$ cat src/rtl/serializer_pkg.sv
// Shared types and sizing helpers for the shift serializer family.
package serializer_pkg;

  typedef enum logic {
    IDLE  = 1'b0,
    SHIFT = 1'b1
  } ser_state_e;

  function automatic int ratio_f(input int from_w, input int to_w);
    return from_w / to_w;
  endfunction

  // A single-beat word still needs a one-bit counter to keep ports legal.
  function automatic int cnt_w_f(input int ratio);
    return (ratio > 1) ? $clog2(ratio) : 1;
  endfunction

  localparam int MIN_CNT_W = 1;

endpackage

$ cat src/rtl/ser_hold_buf.sv
// One-entry valid/ready holding register; when empty the upstream word is
// presented downstream combinationally (bypass).
module ser_hold_buf
  import serializer_pkg::*;
#(
  parameter int W = 65
) (
  input  logic         clk,
  input  logic         reset_n,
  input  logic [W-1:0] up_data,
  input  logic         up_valid,
  output logic         up_ready,
  output logic [W-1:0] dn_data,
  output logic         dn_valid,
  input  logic         dn_ready,
  output logic         full
);

  logic [W-1:0] mem_q;
  logic         full_q;

  assign up_ready = !full_q;
  assign dn_valid = full_q | up_valid;
  assign dn_data  = full_q ? mem_q : up_data;
  assign full     = full_q;

  // While full, upstream is stalled, so a drain never coincides with a fill.
  always_ff @(posedge clk or negedge reset_n) begin
    if (!reset_n) begin
      full_q <= 1'b0;
      mem_q  <= '0;
    end else if (full_q) begin
      if (dn_ready) full_q <= 1'b0;
    end else if (up_valid && !dn_ready) begin
      full_q <= 1'b1;
      mem_q  <= up_data;
    end
  end

endmodule

$ cat src/rtl/shift_serializer_hs.sv
// Wide-to-narrow serializer with valid/ready on both sides, a one-word holding
// buffer and per-word slice order. Optional parity_o via SHIFT_SERIALIZER_PARITY_EN.
//
// state | meaning
// IDLE  | no word in flight, accepting directly into the shift register
// SHIFT | presenting beats of the current word
module shift_serializer_hs
  import serializer_pkg::*;
#(
  parameter int FROM_W = 64,
  parameter int TO_W   = 8
) (
  input  logic              clk,
  input  logic              reset_n,
  input  logic [FROM_W-1:0] data_i,
  input  logic              valid_i,
  output logic              ready_o,
  input  logic              msb_first_i,
  output logic [TO_W-1:0]   data_o,
  output logic              valid_o,
  input  logic              ready_i,
  output logic              last_o,
  output logic              busy_o
`ifdef SHIFT_SERIALIZER_PARITY_EN
  ,
  output logic              parity_o
`endif
);

  localparam int RATIO = ratio_f(FROM_W, TO_W);
  localparam int CNT_W = cnt_w_f(RATIO);

  ser_state_e        state_q, state_d;
  logic [FROM_W-1:0] sr_q, sr_d;
  logic              ord_q, ord_d;
  logic [CNT_W-1:0]  cnt_q, cnt_d;
  logic              arm_q;
  logic [FROM_W:0]   hb_data;
  logic              hb_valid, hb_ready, hb_take, hb_full;
  logic              xfer, at_last;
  logic [TO_W-1:0]   slice;

  ser_hold_buf #(.W(FROM_W + 1)) u_hold (
    .clk      (clk),
    .reset_n  (reset_n),
    .up_data  ({msb_first_i, data_i}),
    .up_valid (valid_i & arm_q),
    .up_ready (hb_ready),
    .dn_data  (hb_data),
    .dn_valid (hb_valid),
    .dn_ready (hb_take),
    .full     (hb_full)
  );

  assign valid_o = (state_q == SHIFT);
  assign at_last = (cnt_q == CNT_W'(RATIO - 1));
  assign xfer    = valid_o & ready_i;
  assign last_o  = valid_o & at_last;
  // arm_q holds ready_o low until the first edge after reset release.
  assign ready_o = arm_q & hb_ready;
  assign busy_o  = valid_o | hb_full;
  assign slice   = ord_q ? sr_q[FROM_W-1 -: TO_W] : sr_q[TO_W-1:0];
  assign data_o  = valid_o ? slice : '0;

  always_comb begin
    state_d = state_q;
    sr_d    = sr_q;
    ord_d   = ord_q;
    cnt_d   = cnt_q;
    hb_take = 1'b0;
    case (state_q)
      IDLE: begin
        hb_take = 1'b1;
        if (hb_valid) begin
          sr_d    = hb_data[FROM_W-1:0];
          ord_d   = hb_data[FROM_W];
          cnt_d   = '0;
          state_d = SHIFT;
        end
      end
      SHIFT: begin
        if (xfer) begin
          if (at_last) begin
            hb_take = 1'b1;
            if (hb_valid) begin
              sr_d  = hb_data[FROM_W-1:0];
              ord_d = hb_data[FROM_W];
              cnt_d = '0;
            end else begin
              state_d = IDLE;
            end
          end else begin
            cnt_d = cnt_q + CNT_W'(1);
            sr_d  = ord_q ? (sr_q << TO_W) : (sr_q >> TO_W);
          end
        end
      end
      default: state_d = IDLE;
    endcase
  end

  always_ff @(posedge clk or negedge reset_n) begin
    if (!reset_n) begin
      state_q <= IDLE;
      sr_q    <= '0;
      ord_q   <= 1'b0;
      cnt_q   <= '0;
      arm_q   <= 1'b0;
    end else begin
      state_q <= state_d;
      sr_q    <= sr_d;
      ord_q   <= ord_d;
      cnt_q   <= cnt_d;
      arm_q   <= 1'b1;
    end
  end

`ifdef SHIFT_SERIALIZER_PARITY_EN
  logic [TO_W-1:0] slice_d;
  logic            par_q;

  assign slice_d = ord_d ? sr_d[FROM_W-1 -: TO_W] : sr_d[TO_W-1:0];

  always_ff @(posedge clk or negedge reset_n) begin
    if (!reset_n) par_q <= 1'b0;
    else          par_q <= (state_d == SHIFT) ? ^slice_d : 1'b0;
  end

  assign parity_o = par_q;
`endif

endmodule

$ cat config.mk
export PLATFORM = sky130hd
export DESIGN_NAME = shift_serializer_hs
export DESIGN_NICKNAME = d
export VERILOG_FILES = /design/src/rtl/serializer_pkg.sv /design/src/rtl/ser_hold_buf.sv /design/src/rtl/shift_serializer_hs.sv
export SDC_FILE = /design/constraint.sdc
export NUM_CORES = 1
export LEC_CHECK = 0
export ABC_AREA = 1
export CORE_AREA = 10 10 129 131
export DETAILED_ROUTE_END_ITERATION = 10
export DIE_AREA = 0 0 139 141
export MAX_ROUTING_LAYER = met4
export PLACE_DENSITY = 0.73
export REMOVE_ABC_BUFFERS = 1
export SETUP_SLACK_MARGIN = 0.1
export SKIP_LAST_GASP = 1
export SLEW_MARGIN = 5
export SYNTH_ARGS = -nofsm -noshare
export SYNTH_HDL_FRONTEND = slang
export SYNTH_SLANG_ARGS = --single-unit
$ cat constraint.sdc
create_clock -name clk -period 1.9 [get_ports clk]
set_input_delay 0.475 -clock clk [delete_from_list [all_inputs] [get_ports clk]]
set_output_delay 0.475 -clock clk [all_outputs]
set_load 0.01 [all_outputs]
==> flow_summary_export.csv <==
group,metric,value,unit
outcome,status,"finished, violations left",
outcome,violations,"hold timing, setup timing",
synth,synth_top_area_cell,"dfrtp_1",
power_and_ir_drop,power_density,1400,mW/mm2
critical_path,timing.rr.start,"cnt_q[0]",
timing,rsz0062_at_grt,"true",
power_and_ir_drop,leakagePower,0.00523,uW
synth,synth.distinct_cells,24,
synth,ys_async_sr_fraction,1.00,
synth,synthFlopType,"dfrtp_1",
timing,worst_pin_slew,0.693,ns
drt,route.detailed.drc,0,
synth,synth.most_common_cell,"nand2_1",
critical_path,arrival,2.34,ns
cts,holdBufCountCts,0,
placed_design,placed_area,0.00839,mm2
global_route,grt_pass1_vias,7395,
layout,utilization,0.751,
global_route,grt_antenna_before_repair,0,
critical_path,path_class,"reg2reg",
critical_path,rr_worst_depth,13,
synth,synth_area,0.00717,mm2
die,die_x,139,um
synth,syn-instance-count,1034,
layout,multiInputGateArea,0.00378,mm2
timing,post-route-period-util,1.06,
power_and_ir_drop,total_power,14900,uW
synth,synthTopCellsByArea,"dfrtp_1 47%, nand2_1 20%, nor2_1 8.0%",
critical_path,r2r_end,"sr_q[11]",
layout,num_antenna_cells,0,
die,die_h,141,um
critical_path,crit_path_end,"sr_q[11]",
cts,cts_sinks,136,
placed_design,portBuffers,80,
global_route,grt_max_degree,58,
critical_path,cp-end-kind,"flop",
cts,cts_max_level,4,
critical_path,crit_path_start_kind,"flop",
timing,relSlewSlack,0.533,
cts,cts_tree,"yes",
placed_design,place_hpwl,11800,um
die,start_util,0.505,
drt,postRouteAntennaNets,0,
hold_path,min_path_type,"in2async",
timing,setup_ws,-0.121,ns
synth,ys_seq_elements,136,
timing,fmax,0.495,GHz
drt,route.detailed.wl_per_inst,18.7,um
synth,avgSynthCellArea,6.93,um2
global_route,met3_usage,0.0632,
timing,setup-violations-final,73,
timing,finalHoldViolCount,10,
synth,synthTopCellsByCount,"389 x nand2_1, 152 x nor2_1, 136 x dfrtp_1",
drt,drt-vias-per-instance,5.70,
cts,clock_latency,0.43,ns
flow_run,cap_viol_max_count,0,
critical_path,rrSetupSlack,-0.12,ns
timing,post-route-min-period,2.02,ns
critical_path,crit_path_start,"cnt_q[0]",
layout,regArea,0.00340,mm2
cts,cts_buffers,17,
timing,final.setup_skew,0.00756,ns
critical_path,critPathRequiredTime,2.22,ns
drt,firstDrtPassIters,6,
layout,final_cell_area,0.0107,mm2
synth,synth_top_area_frac,0.475,
power_and_ir_drop,ir_drop,0.795,mV
layout,nNetsFinal,1253,
synth,yosysSeqAreaShare,0.475,
layout,drive_gt1_frac,0.244,
layout,n_fill_cell,918,
synth,synth_edf_count,0,
drt,num_vias,7836,
die,io_pins,81,
critical_path,cp_max_fo,11,
global_route,grt_use_met1,0.285,
die,coreArea,0.0142,mm2
cts,cts_buffer_depth,2,
global_route,use_met2,0.395,
placed_design,place.gp.congestion,0.854,
timing,slew_viol_final,0,
layout,syn_to_final_growth,48.8,%
die,dieArea,0.0196,mm2
die,rows,44,
global_route,grt.total_usage,0.245,
drt,first_iter_violations,1105,
global_route,grt_pass1_wl,38000,um
drt,wl,25800,um
global_route,grt_remaining_overflow,0,
timing,whs,-0.00885,ns
cts,clk_pin_slew,0.06,ns
global_route,top_usage_layer,"met2",
cts,root_buffer,"clkbuf_16",
synth,yosys_warnings,0,
[cell type report]
type / instances / area share
Multi-Input combinational cell: 755 / 0.354
Sequential cell: 136 / 0.319
Timing Repair Buffer: 190 / 0.225
Clock buffer: 26 / 0.0477
Inverter: 81 / 0.0290
Tap cell: 184 / 0.0216
Clock inverter: 3 / 0.00375
[sequential cells by signal (all words and copies together) (netlist names)]
register,flops
arm_q,1
cnt_q,3
sr_q,64
valid_o,1
u_hold.mem_q,65
u_hold.full,1
ord_q,1
[logic make-up (layout without fill, tap and decap cells)]
family          count (synthesis)  after routing  synth area share
simple gates                  602            602             0.329
fa+ha+maj                       3              3           0.00524
flops                         136            136             0.475
buf+inv                       143            300            0.0857
compound gates                149            149             0.105
other cells                     1              1          0.000523
[placed cells by master (no fill, tap or decap), drive strengths merged, types with 2 or more instances in the layout]
master / synthesis / final
a21oi: 25 / 25
buf: 39 / 116
clkbuf: 23 / 30
clkdlybuf4s50: 0 / 67
clkinv: 1 / 2
dfrtp: 136 / 136
dlygate4sd2: 0 / 2
ha: 3 / 3
inv: 80 / 81
nand2: 394 / 394
nand3: 52 / 52
nor2: 154 / 154
o211ai: 3 / 3
o21ai: 120 / 120
[where the power goes]
group,total (uW),internal [uW],switching (uW)
clock network,3180,1950,1230
logic,6750,2810,3940
registers,4990,4060,931
[critical path, stage by stage (launching register included)]
cell and delay [ns]:
dfrtp_1 0.38, ha_2 0.20, buf_6 0.12, ha_4 0.14, inv_2 0.06, nand2_4 0.06
buf_6 0.12, nor2_4 0.13, buf_12 0.15, buf_8 0.12, buf_16 0.14, nand3_1 0.11
nand2_1 0.13, nor2_1 0.05
[how the worst min path moves through the flow]
stage / end / slack, ns / cells after the start
floorplan: arm_q / 0.18 / 0
global placement: u_hold.mem_q[55] / 0.45 / 1
detailed placement: u_hold.mem_q[55] / 0.45 / 1
CTS: u_hold.mem_q[55] / 0.01 / 1
global route: u_hold.mem_q[43] / 0.02 / 1
finish: u_hold.mem_q[43] / -0.009 / 1
[per-stage QoR]
| stage | std cells | setup TNS [ns] | worst slack [ns] |
|---|---|---|---|
| after floorplan | 972 | -234.56 | -2.19 |
| after global placement | 1280 | -0.702 | -0.0460 |
| after detailed placement | 1280 | -0.875 | -0.0610 |
| after CTS | 1366 | -0.443 | -0.0480 |
| after global routing | 1375 | -10.59 | -0.198 |
| final | 1375 | -2.69 | -0.121 |
[timing repair]
| action | 4_1_cts | 5_1_grt |
|---|---|---|
| buffers inserted | 36 | 10 |
| pin swaps | 34 | 40 |
| cloned | 21 | 3 |
| gates resized for setup | 139 | 141 |
| endpoints found under the setup margin | 128 | 138 |
[layer usage]
metal / up-vias / share of wire
li1: 3520 / -
met1: 3728 / 0.38
met2: 463 / 0.47
met3: 125 / 0.096
met4: 0 / 0.049
met5: - / 0
Power figures use the tool's default switching activity.
